### config.mk
export PLATFORM = sky130hd
export DESIGN_NAME = alu_core
export DESIGN_NICKNAME = d
export VERILOG_FILES = /design/src/rtl/alu_core.sv
export SDC_FILE = /design/constraint.sdc
export NUM_CORES = 1
export LEC_CHECK = 0
export ABC_AREA = 1
export CORE_MARGIN = 2
export CORE_UTILIZATION = 35
export CTS_CLUSTER_SIZE = 28
export DETAILED_ROUTE_END_ITERATION = 8
export PLACE_DENSITY_LB_ADDON = 0.08
export SYNTH_ARGS = -nofsm -noshare
export SYNTH_HDL_FRONTEND = slang
export SYNTH_SLANG_ARGS = --single-unit
export TNS_END_PERCENT = 10
### constraint.sdc
create_clock -name clk -period 5.79 [get_ports clk]
set_input_delay 1.737 -clock clk [delete_from_list [all_inputs] [get_ports clk]]
set_output_delay 1.737 -clock clk [all_outputs]
set_load 0.02 [all_outputs]
### src/rtl/alu_core.sv
// alu_core: registered ALU with split operand delivery and two-cycle multiplies.
//
// Ports:
//   clk        clock, all logic on posedge
//   rst        asynchronous active-low reset
//   opa, opb   operands (WIDTH bits)
//   cmd        operation select (CMD_WIDTH bits)
//   inp_valid  operand qualifiers: bit0 = opa valid, bit1 = opb valid
//   ce         clock enable; 0 freezes all state and outputs
//   cin        carry in
//   mode       1 = arithmetic, 0 = logical
//   res        result (WIDTH+2 bits)
//   cout       carry out (ADD, ADD_CIN, INC_A, INC_B)
//   oflow      borrow (SUB, SUB_CIN) or decrement of zero
//   g, l, e    compare flags (CMP only)
//   err        missing operand, invalid command, timeout or bad rotate amount
//
// A binary op that arrives with only one operand parks in WAIT until the other
// operand shows up or TIMEOUT cycles pass. Multiplies spend one extra cycle in MUL.
module alu_core #(
    parameter int WIDTH     = 8,
    parameter int CMD_WIDTH = 4,
    parameter int TIMEOUT   = 16
) (
    input  logic                 clk,
    input  logic                 rst,
    input  logic [WIDTH-1:0]     opa,
    input  logic [WIDTH-1:0]     opb,
    input  logic [CMD_WIDTH-1:0] cmd,
    input  logic [1:0]           inp_valid,
    input  logic                 ce,
    input  logic                 cin,
    input  logic                 mode,
    output logic [WIDTH+1:0]     res,
    output logic                 cout,
    output logic                 oflow,
    output logic                 g,
    output logic                 l,
    output logic                 e,
    output logic                 err
);

    localparam int RW    = WIDTH + 2;
    localparam int SHW   = $clog2(WIDTH);
    localparam int CNT_W = $clog2(TIMEOUT + 1);

    typedef enum logic [1:0] {S_IDLE, S_WAIT, S_MUL} state_t;
    typedef enum logic [1:0] {OP_BIN, OP_UA, OP_UB, OP_BAD} op_class_t;

    typedef struct packed {
        logic [RW-1:0] res;
        logic          cout;
        logic          oflow;
        logic          g;
        logic          l;
        logic          e;
        logic          err;
    } alu_out_t;

    localparam alu_out_t ERR_OUT = '{res: '0, cout: 1'b0, oflow: 1'b0,
                                     g: 1'b0, l: 1'b0, e: 1'b0, err: 1'b1};

    function automatic op_class_t classify(input logic [CMD_WIDTH-1:0] c, input logic m);
        op_class_t k;
        k = OP_BAD;
        if (m) begin
            case (int'(c))
                0, 1, 2, 3, 8, 9, 10: k = OP_BIN;
                4, 5:                 k = OP_UA;
                6, 7:                 k = OP_UB;
                default:              k = OP_BAD;
            endcase
        end else begin
            case (int'(c))
                0, 1, 2, 3, 4, 5, 12, 13: k = OP_BIN;
                6, 8, 9:                  k = OP_UA;
                7, 10, 11:                k = OP_UB;
                default:                  k = OP_BAD;
            endcase
        end
        return k;
    endfunction

    function automatic logic is_mul(input logic [CMD_WIDTH-1:0] c, input logic m);
        return m && (int'(c) == 9 || int'(c) == 10);
    endfunction

    function automatic alu_out_t compute(input logic [CMD_WIDTH-1:0] c, input logic m,
                                         input logic [WIDTH-1:0] a, input logic [WIDTH-1:0] b,
                                         input logic ci);
        alu_out_t           o;
        logic [RW-1:0]      ea, eb, ec;
        logic [WIDTH-1:0]   lr;
        logic [2*WIDTH-1:0] dbl;
        // NOTE: every local gets a value before any branch so no path leaves it stale.
        o   = '0;
        lr  = '0;
        ea  = RW'(a);
        eb  = RW'(b);
        ec  = RW'(ci);
        dbl = {a, a};
        if (m) begin
            case (int'(c))
                0:  begin o.res = ea + eb;           o.cout  = o.res[WIDTH]; end
                1:  begin o.res = ea - eb;           o.oflow = (ea < eb); end
                2:  begin o.res = ea + eb + ec;      o.cout  = o.res[WIDTH]; end
                3:  begin o.res = ea - eb - ec;      o.oflow = (ea < eb + ec); end
                4:  begin o.res = ea + RW'(1);       o.cout  = o.res[WIDTH]; end
                5:  begin o.res = ea - RW'(1);       o.oflow = (a == '0); end
                6:  begin o.res = eb + RW'(1);       o.cout  = o.res[WIDTH]; end
                7:  begin o.res = eb - RW'(1);       o.oflow = (b == '0); end
                8:  begin o.g = (a > b); o.l = (a < b); o.e = (a == b); end
                9:  o.res = (ea + RW'(1)) * (eb + RW'(1));
                10: o.res = (ea << 1) * eb;
                default: o.err = 1'b1;
            endcase
        end else begin
            case (int'(c))
                0:  lr = a & b;
                1:  lr = ~(a & b);
                2:  lr = a | b;
                3:  lr = ~(a | b);
                4:  lr = a ^ b;
                5:  lr = ~(a ^ b);
                6:  lr = ~a;
                7:  lr = ~b;
                8:  lr = a >> 1;
                9:  lr = a << 1;
                10: lr = b >> 1;
                11: lr = b << 1;
                // Rotating the doubled word turns a rotate into a plain shift.
                12: begin
                    dbl   = dbl << b[SHW-1:0];
                    lr    = dbl[2*WIDTH-1:WIDTH];
                    o.err = |b[WIDTH-1:SHW];
                end
                13: begin
                    dbl   = dbl >> b[SHW-1:0];
                    lr    = dbl[WIDTH-1:0];
                    o.err = |b[WIDTH-1:SHW];
                end
                default: o.err = 1'b1;
            endcase
            o.res = RW'(lr);
        end
        return o;
    endfunction

    state_t               state;
    logic [CNT_W-1:0]     cnt;
    logic [WIDTH-1:0]     a_q, b_q;
    logic [CMD_WIDTH-1:0] cmd_q;
    logic                 mode_q, cin_q;
    logic                 have_a;    // 1: WAIT holds opa and needs opb; 0: the reverse
    alu_out_t             out_q;

    op_class_t            cls;
    logic [WIDTH-1:0]     fa, fb;
    logic                 got_missing;

    always_comb begin
        cls         = classify(cmd, mode);
        fa          = have_a ? a_q : opa;
        fb          = have_a ? opb : b_q;
        got_missing = have_a ? inp_valid[1] : inp_valid[0];
    end

    // NOTE: state uses non-blocking assignments so every register samples pre-edge values.
    always_ff @(posedge clk or negedge rst) begin
        if (!rst) begin
            state  <= S_IDLE;
            cnt    <= '0;
            a_q    <= '0;
            b_q    <= '0;
            cmd_q  <= '0;
            mode_q <= 1'b0;
            cin_q  <= 1'b0;
            have_a <= 1'b0;
            out_q  <= '0;
        end else if (ce) begin
            case (state)
                S_IDLE: begin
                    if (inp_valid != 2'b00) begin
                        unique case (cls)
                            OP_BAD: out_q <= ERR_OUT;
                            OP_UA:  out_q <= inp_valid[0] ? compute(cmd, mode, opa, opb, cin) : ERR_OUT;
                            OP_UB:  out_q <= inp_valid[1] ? compute(cmd, mode, opa, opb, cin) : ERR_OUT;
                            OP_BIN: begin
                                cmd_q  <= cmd;
                                mode_q <= mode;
                                cin_q  <= cin;
                                if (inp_valid == 2'b11) begin
                                    if (is_mul(cmd, mode)) begin
                                        a_q   <= opa;
                                        b_q   <= opb;
                                        state <= S_MUL;
                                    end else begin
                                        out_q <= compute(cmd, mode, opa, opb, cin);
                                    end
                                end else begin
                                    if (inp_valid[0]) a_q <= opa;
                                    else              b_q <= opb;
                                    have_a <= inp_valid[0];
                                    cnt    <= CNT_W'(1);
                                    state  <= S_WAIT;
                                end
                            end
                        endcase
                    end
                end
                S_WAIT: begin
                    if (got_missing) begin
                        cnt <= '0;
                        if (is_mul(cmd_q, mode_q)) begin
                            a_q   <= fa;
                            b_q   <= fb;
                            state <= S_MUL;
                        end else begin
                            out_q <= compute(cmd_q, mode_q, fa, fb, cin_q);
                            state <= S_IDLE;
                        end
                    end else begin
                        if (have_a && inp_valid[0])  a_q <= opa;
                        if (!have_a && inp_valid[1]) b_q <= opb;
                        // cnt counts the edge just taken, so TIMEOUT-1 here is the TIMEOUT-th edge.
                        if (cnt == CNT_W'(TIMEOUT - 1)) begin
                            out_q <= ERR_OUT;
                            cnt   <= '0;
                            state <= S_IDLE;
                        end else begin
                            cnt <= cnt + CNT_W'(1);
                        end
                    end
                end
                S_MUL: begin
                    out_q <= compute(cmd_q, mode_q, a_q, b_q, cin_q);
                    state <= S_IDLE;
                end
                default: state <= S_IDLE;
            endcase
        end
    end

    assign res   = out_q.res;
    assign cout  = out_q.cout;
    assign oflow = out_q.oflow;
    assign g     = out_q.g;
    assign l     = out_q.l;
    assign e     = out_q.e;
    assign err   = out_q.err;

endmodule

== Word level (Yosys, flattened, before mapping) ==
Memory sizes are Yosys's and may differ from the RTL's.
Cells that the tools add are included.
Storage, ports and cells
  register bits after elaboration: 46
  memory bits (read-only): 64
  input port bits: 27
  output and inout bits: 16
  word-level logic and storage cells: 258
  memories kept: 2
Memory list
  (no name shown): words 16, bits a word 2, rd ports 1, clocked after Yosys merged registers in 0, wr ports 0, RTL line 67  | case (int'(c))
  (no name shown): words 16, bits a word 2, rd ports 1, clocked after Yosys merged registers in 0, wr ports 0, RTL line 74  | case (int'(c))
Cells by class
  $add $sub $neg: 28
  multiply operators: 6
  order comparisons: 12
  eq/ne operators: 53
  shift operators: 6
  mux-type cells: 75
  bitwise gates (word level): 25
  reduce and logical (&&, ||, !) cells: 36
Operators by type and width (count)
  case mux 8 bit (14 select lines): 3
  case mux 10 bit (10 select lines): 3
  two-way mux 8 bit: 18
  two-way mux 16 bit: 8
  NOT 8 bit: 15
  equality test 4 bit, second input constant: 16
  case mux 16 bit (4 select lines): 1
  adder 8 x 1 -> 9 bit, second input constant: 6
  subtractor 8 x 1 -> 9 bit, second input constant: 6
  zero test 8 bit: 6
  < comparator 8 bit: 6
  case mux 16 bit (3 select lines): 1
  << shifter 16 x 3 -> 16 bit: 3
  >> shifter 16 x 3 -> 8 bit: 3
  two-way mux 5 bit: 8
  equality test 4 x 3 -> 1 bit, second input constant: 8
  case mux 8 bit (2 select lines): 2
  adder 9 x 1 -> 10 bit: 3
  multiplier 9 x 9 -> 10 bit: 3
  two-way mux 10 bit: 3
  inequality test 3 bit, second input constant: 10
  subtractor 9 x 2 -> 10 bit: 3
  adder 8 x 1 -> 9 bit: 3
  adder 8 x 8 -> 9 bit: 3
  other kinds (39): 100

== Logic depth before layout (Yosys ltp) ==
  depth after elaboration: 9
  depth in mapped cells: 36
  depth with buffers taken out: 34

== Worst setup path before layout ==
Ideal clock, no wire load.
  path type: input -> register
  from: input port opb[1]
  to: register out_q, in the netlist res[9]
  library setup time: 0.073 ns
  data arrival time: 6.746 ns
  required time: 5.717 ns
  setup slack: -1.029 ns
  cell stages on the path: 34
  path through: clkbuf_1 -> nand2_1 -> nand2_2 -> buf_1 -> ha_1 -> nand2_1 -> nor2_1 -> nand2_1 -> nand2_1 -> nand2_1 -> fa_1 -> inv_1 -> fa_1 -> fa_1 -> inv_1 -> fa_1 -> inv_1 -> ha_1 -> a21oi_1 -> o21ai_0 -> nor2_1 -> o21bai_1 -> nand2_1 -> inv_1 -> nand2_1 -> nand2_1 -> inv_1 -> nand2_1 -> nand3_1 -> nand2_1 -> nand2_1 -> nand2_1 -> nand2_1 -> a21oi_2
Between the ends
  longest elaborated chain between the ends: 9
  elaborated cells on any way between the ends: 30
  classes of those cells: 12 x add/sub; 4 x mul; 14 x mux
Ends and longest elaborated chain
  start, declared: RTL line 28  | input logic [WIDTH-1:0] opb,
  adder 8 x 1 -> 9 bit, or another cell as far along: RTL line 113  | 9: o.res = (ea + RW'(1)) * (eb + RW'(1));
  multiplier 9 x 9 -> 10 bit, or another cell as far along: RTL line 113
  case mux 10 bit (10 select lines): RTL line 103  | case (int'(c))
  two-way mux 10 bit: RTL line 102  | if (m) begin
  two-way mux 16 bit: RTL line 193  | if (is_mul(cmd, mode)) begin
  two-way mux 16 bit: RTL line 192  | if (inp_valid == 2'b11) begin
  case mux 16 bit (4 select lines): RTL line 184  | unique case (cls)
  two-way mux 16 bit: RTL line 183  | if (inp_valid != 2'b00) begin
  case mux 16 bit (3 select lines) (*): RTL line 181  | case (state)
  end signal, assigned: RTL line 186  | OP_UA: out_q <= inp_valid[0] ? compute(cmd, mode, opa, opb, cin) : ERR_OUT;
  end signal, assigned: RTL line 187  | OP_UB: out_q <= inp_valid[1] ? compute(cmd, mode, opa, opb, cin) : ERR_OUT;
  end signal, assigned: RTL line 198  | out_q <= compute(cmd, mode, opa, opb, cin);
  end, declared: RTL line 155  | alu_out_t out_q;
Mark *: on every way between the ends. The rest lies on a longest branch, timed or not. The select of a mux whose other input is x is not followed.
A chain may end at the register's enable or synchronous reset.

== Final worst setup path ==
  from: input port opa[1]
  to: register out_q, in the netlist res[9]
Between the ends
  longest elaborated chain between the ends: 9
  elaborated cells on any way between the ends: 30
  classes of those cells: 12 x add/sub; 4 x mul; 14 x mux
Ends and longest elaborated chain
  start, declared: RTL line 27  | input logic [WIDTH-1:0] opa,
  adder 8 x 1 -> 9 bit, or another cell as far along: RTL line 113
  multiplier 9 x 9 -> 10 bit, or another cell as far along: RTL line 113
  case mux 10 bit (10 select lines): RTL line 103
  two-way mux 10 bit: RTL line 102
  two-way mux 16 bit: RTL line 193
  two-way mux 16 bit: RTL line 192
  case mux 16 bit (4 select lines): RTL line 184
  two-way mux 16 bit: RTL line 183
  case mux 16 bit (3 select lines) (*): RTL line 181
Marks and branches as above.

==> flow_summary.toml <==
[synth]
synth-xor-area-share_pct = 4.59
synth_top_family_by_area = "simple AND/OR/NAND/NOR gates"
yosysSeqAreaShare_pct = 5.25
synth_edf_count = 0
synthFlopType = "dfrtp_1"
synth_simple_gate_area_share_pct = 32.9
synthesis.nets = 4062
muxShareOfSynthArea_pct = 0.0970
synth-adder-area-share_pct = 26.1
synth_cell_type_count = 67
post-synth-top-area-cell = "nand2_1"
ys.warnings.count = 0
synth-seq-cells = 46
synth_area_um2 = 21900
synth_area_leaders = "nand2_1 17%, ha_1 14%, fa_1 12%"
synth_top_area_share_pct = 17.1
syn_avg_cell_area_um2 = 6.00
synth_compound_area_share_pct = 17.2
syn-instance-count = 3659
ys_async_sr_fraction_pct = 100

[clock_network]
cts.htree.levels = 2
clockBufferDepth = 2
cts_root_buf = "clkbuf_16"
ctsHoldBuffers = 0
cts_tree = "yes"
clk_pin_slew_ns = 0.07
cts_sinks = 46
cts-buffers-inserted = 5
clk_latency_ns = 0.30

[critical_path]
path_delay_family = "adder cells"
crit_arrival_ns = 6.66
max_stage_delay_ns = 0.54
crit_buf_inv = 9
cp_max_fo = 5
crit_required_ns = 6.02
startpoint_type = "input pin"
r2r_end = "res[7]"
crit_type = "in2reg"
endpoint_kind = "register"
cp_slowest_cell = "fa_1"
worstRegToRegCells = 25
timing.rr.start = "b_q[0]"
ff2ff_setup_slack_ns = -0.09
path_common_cell = "nand2_1"

[timing]
whs_ns = 0.499
worstMarginPinSlew_ns = 1.17
finalHoldViolations = 0
clock-skew-final_ns = 0.00893
period_minus_slack_ns = 6.43
slew_headroom_pct = 20.3
setup_viol = 6
period_share_pct = 111
rsz0062_at_grt = "true"
tns_ns = -2.68
fin_ws_ns = -0.644
report.final.slew_viol_count = 0
clock.fmax_mhz = 155

[global_route]
grt_max_degree = 47
grt_pass1_wl_um = 161000
grt_pass1_vias = 25400
grt_overflow = 0
grt.total_usage_pct = 33.0
antenna_found_initial = 0

[floorplanning]
ioPinCount = 43
start_util_pct = 35.5
die_w_um = 254
die-area_um2 = 64700
chipHeight_um = 254
core_area_um2 = 61800
num_rows = 91

[placed_design]
place_hpwl_um = 87100
gp_congestion = 1.01
io_buffers = 42
placed_area_um2 = 26000

[detailed_routing]
avgRoutedWirePerCell_um = 22.1
drtPass1Iterations = 5
routed_wl_um = 107000
initialDrtViolationCount = 2365
dr_total_vias = 26200
ant_nets = 0
drc = 0
vias_per_cell = 5.42

[hold_path]
hold_depth = 2
min_from = "oflow"
min_to = "oflow"
holdCritPathClass = "reg2reg"

[status]
violations = "negative setup slack"
status = "finished with violations"

[final_layout]
filler_cell_count = 6776
final_nets = 4404
syn2layout_area_growth_pct = 22.3
utilization_pct = 43.4
fin_area_um2 = 26800
layout-drive-gt1-share_pct = 16.7

[run]
max_cap_viol_count = 0
-- worst max path at each step --
stage | start | end | slack [ns] | depth (start not counted)
2_1_floorplan | opa[0] | res[9] | -0.52 | 30
3_3_place_gp | opa[0] | res[9] | -1.62 | 34
3_5_place_dp | opa[0] | res[9] | -1.67 | 33
4_1_cts | opa[1] | res[9] | -0.88 | 34
5_1_grt | opa[1] | res[9] | -0.87 | 34
6_report | opa[1] | res[9] | -0.64 | 32
-- cells by family (layout without fill, tap and decap cells) --
logic type / count (synthesis) / in the layout
AOI/OAI and AO/OA: 621 / 621
xor gates and xnor gates: 115 / 115
adders and majority gates: 376 / 376
buffers and inverters: 772 / 1115
DFF: 46 / 46
muxes: 2 / 2
other: 0 / 2
and+or+nand+nor: 1727 / 1727
-- registers in the layout (all words and copies together) (netlist names), 2 cells and up --
| signal | flops |
|---|---|
| res | 10 |
| cnt | 5 |
| b_q | 8 |
| cmd_q | 4 |
| state | 2 |
| a_q | 8 |
-- worst min-delay path: stages, from the launching register on --
cell and delay (ns):
dfrtp_1 0.36, nand2_1 0.06, nand2_1 0.05
-- layer usage --
| metal | global-route usage [%] | wire length, µm | up-vias |
|---|---|---|---|
| met5 | 0 | 0 | - |
| met3 | 4.32 | 8360 | 303 |
| met2 | 53.0 | 47200 | 1251 |
| met1 | 43.3 | 44700 | 12200 |
| met4 | 16.8 | 6510 | 0 |
| li1 | - | - | 12500 |
-- final cells by class --
type | instances | area [µm²] | share of cell area [%]
antenna | 2 | 5.00 | 0.0187
clock buffer | 5 | 125 | 0.466
clock inverter | 3 | 23.8 | 0.0886
inverter | 611 | 2310 | 8.60
multi-input combinational | 2841 | 18300 | 68.1
sequential | 46 | 1150 | 4.29
tap | 837 | 1050 | 3.90
timing repair buffer | 496 | 3900 | 14.5
-- cell usage in the layout, fill, tap and decap left out, types with 27 or more instances in the layout --
| cell type | count |
|---|---|
| a21oi_1 | 139 |
| buf_4 | 438 |
| dfrtp_1 | 46 |
| fa_1 | 131 |
| ha_1 | 229 |
| inv_1 | 554 |
| inv_2 | 44 |
| nand2_1 | 961 |
| nand2_2 | 41 |
| nand3_1 | 206 |
| nand4_1 | 58 |
| nor2_1 | 313 |
| nor3_1 | 37 |
| nor4_1 | 29 |
| o2111ai_1 | 27 |
| o211ai_1 | 40 |
| o21ai_0 | 215 |
| o22ai_1 | 58 |
| xor2_1 | 92 |
-- timing repair --
| item | 4_1_cts | 5_1_grt |
|---|---|---|
| endpoints found under the setup margin | 8 | 7 |
| resized for setup | 85 | 87 |
| endpoints found under the hold margin | 0 | 0 |
| pin swaps | 33 | 41 |
| cloned | 0 | 0 |
| buffers inserted | 11 | 10 |
-- Yosys cell counts, drive strengths merged, types with 2 or more instances --
cell type / number
nand3b: 10
o22ai: 58
a211o: 2
dfrtp: 46
fa: 135
nor2: 333
a211oi: 7
o211ai: 41
o31ai: 7
o21ai: 245
a21boi: 4
a2111oi: 7
o2111ai: 27
nor3b: 2
a31oi: 12
nand3: 218
a21oi: 150
or2: 14
clkbuf: 81
a22oi: 8
nor3: 43
ha: 241
nand4: 58
inv: 601
buf: 80
o21a: 5
a221oi: 18
xor2: 94
a32oi: 5
nand2: 1012
o221ai: 7
and2: 6
clkinv: 10
xnor2: 21
o311ai: 5
nor4: 31
o21bai: 6
-- through the flow --
step           setup slack [ns]  cells
5_1_grt                  -0.873   4839
4_1_cts                  -0.881   4829
6_report                 -0.644   4841
3_3_place_gp              -1.62   4810
3_5_place_dp              -1.67   4810
2_1_floorplan            -0.522   3659
Power is left out: the tool's default activity adds up to more than one toggle a clock period on the data nets, which glitch-free logic cannot reach.
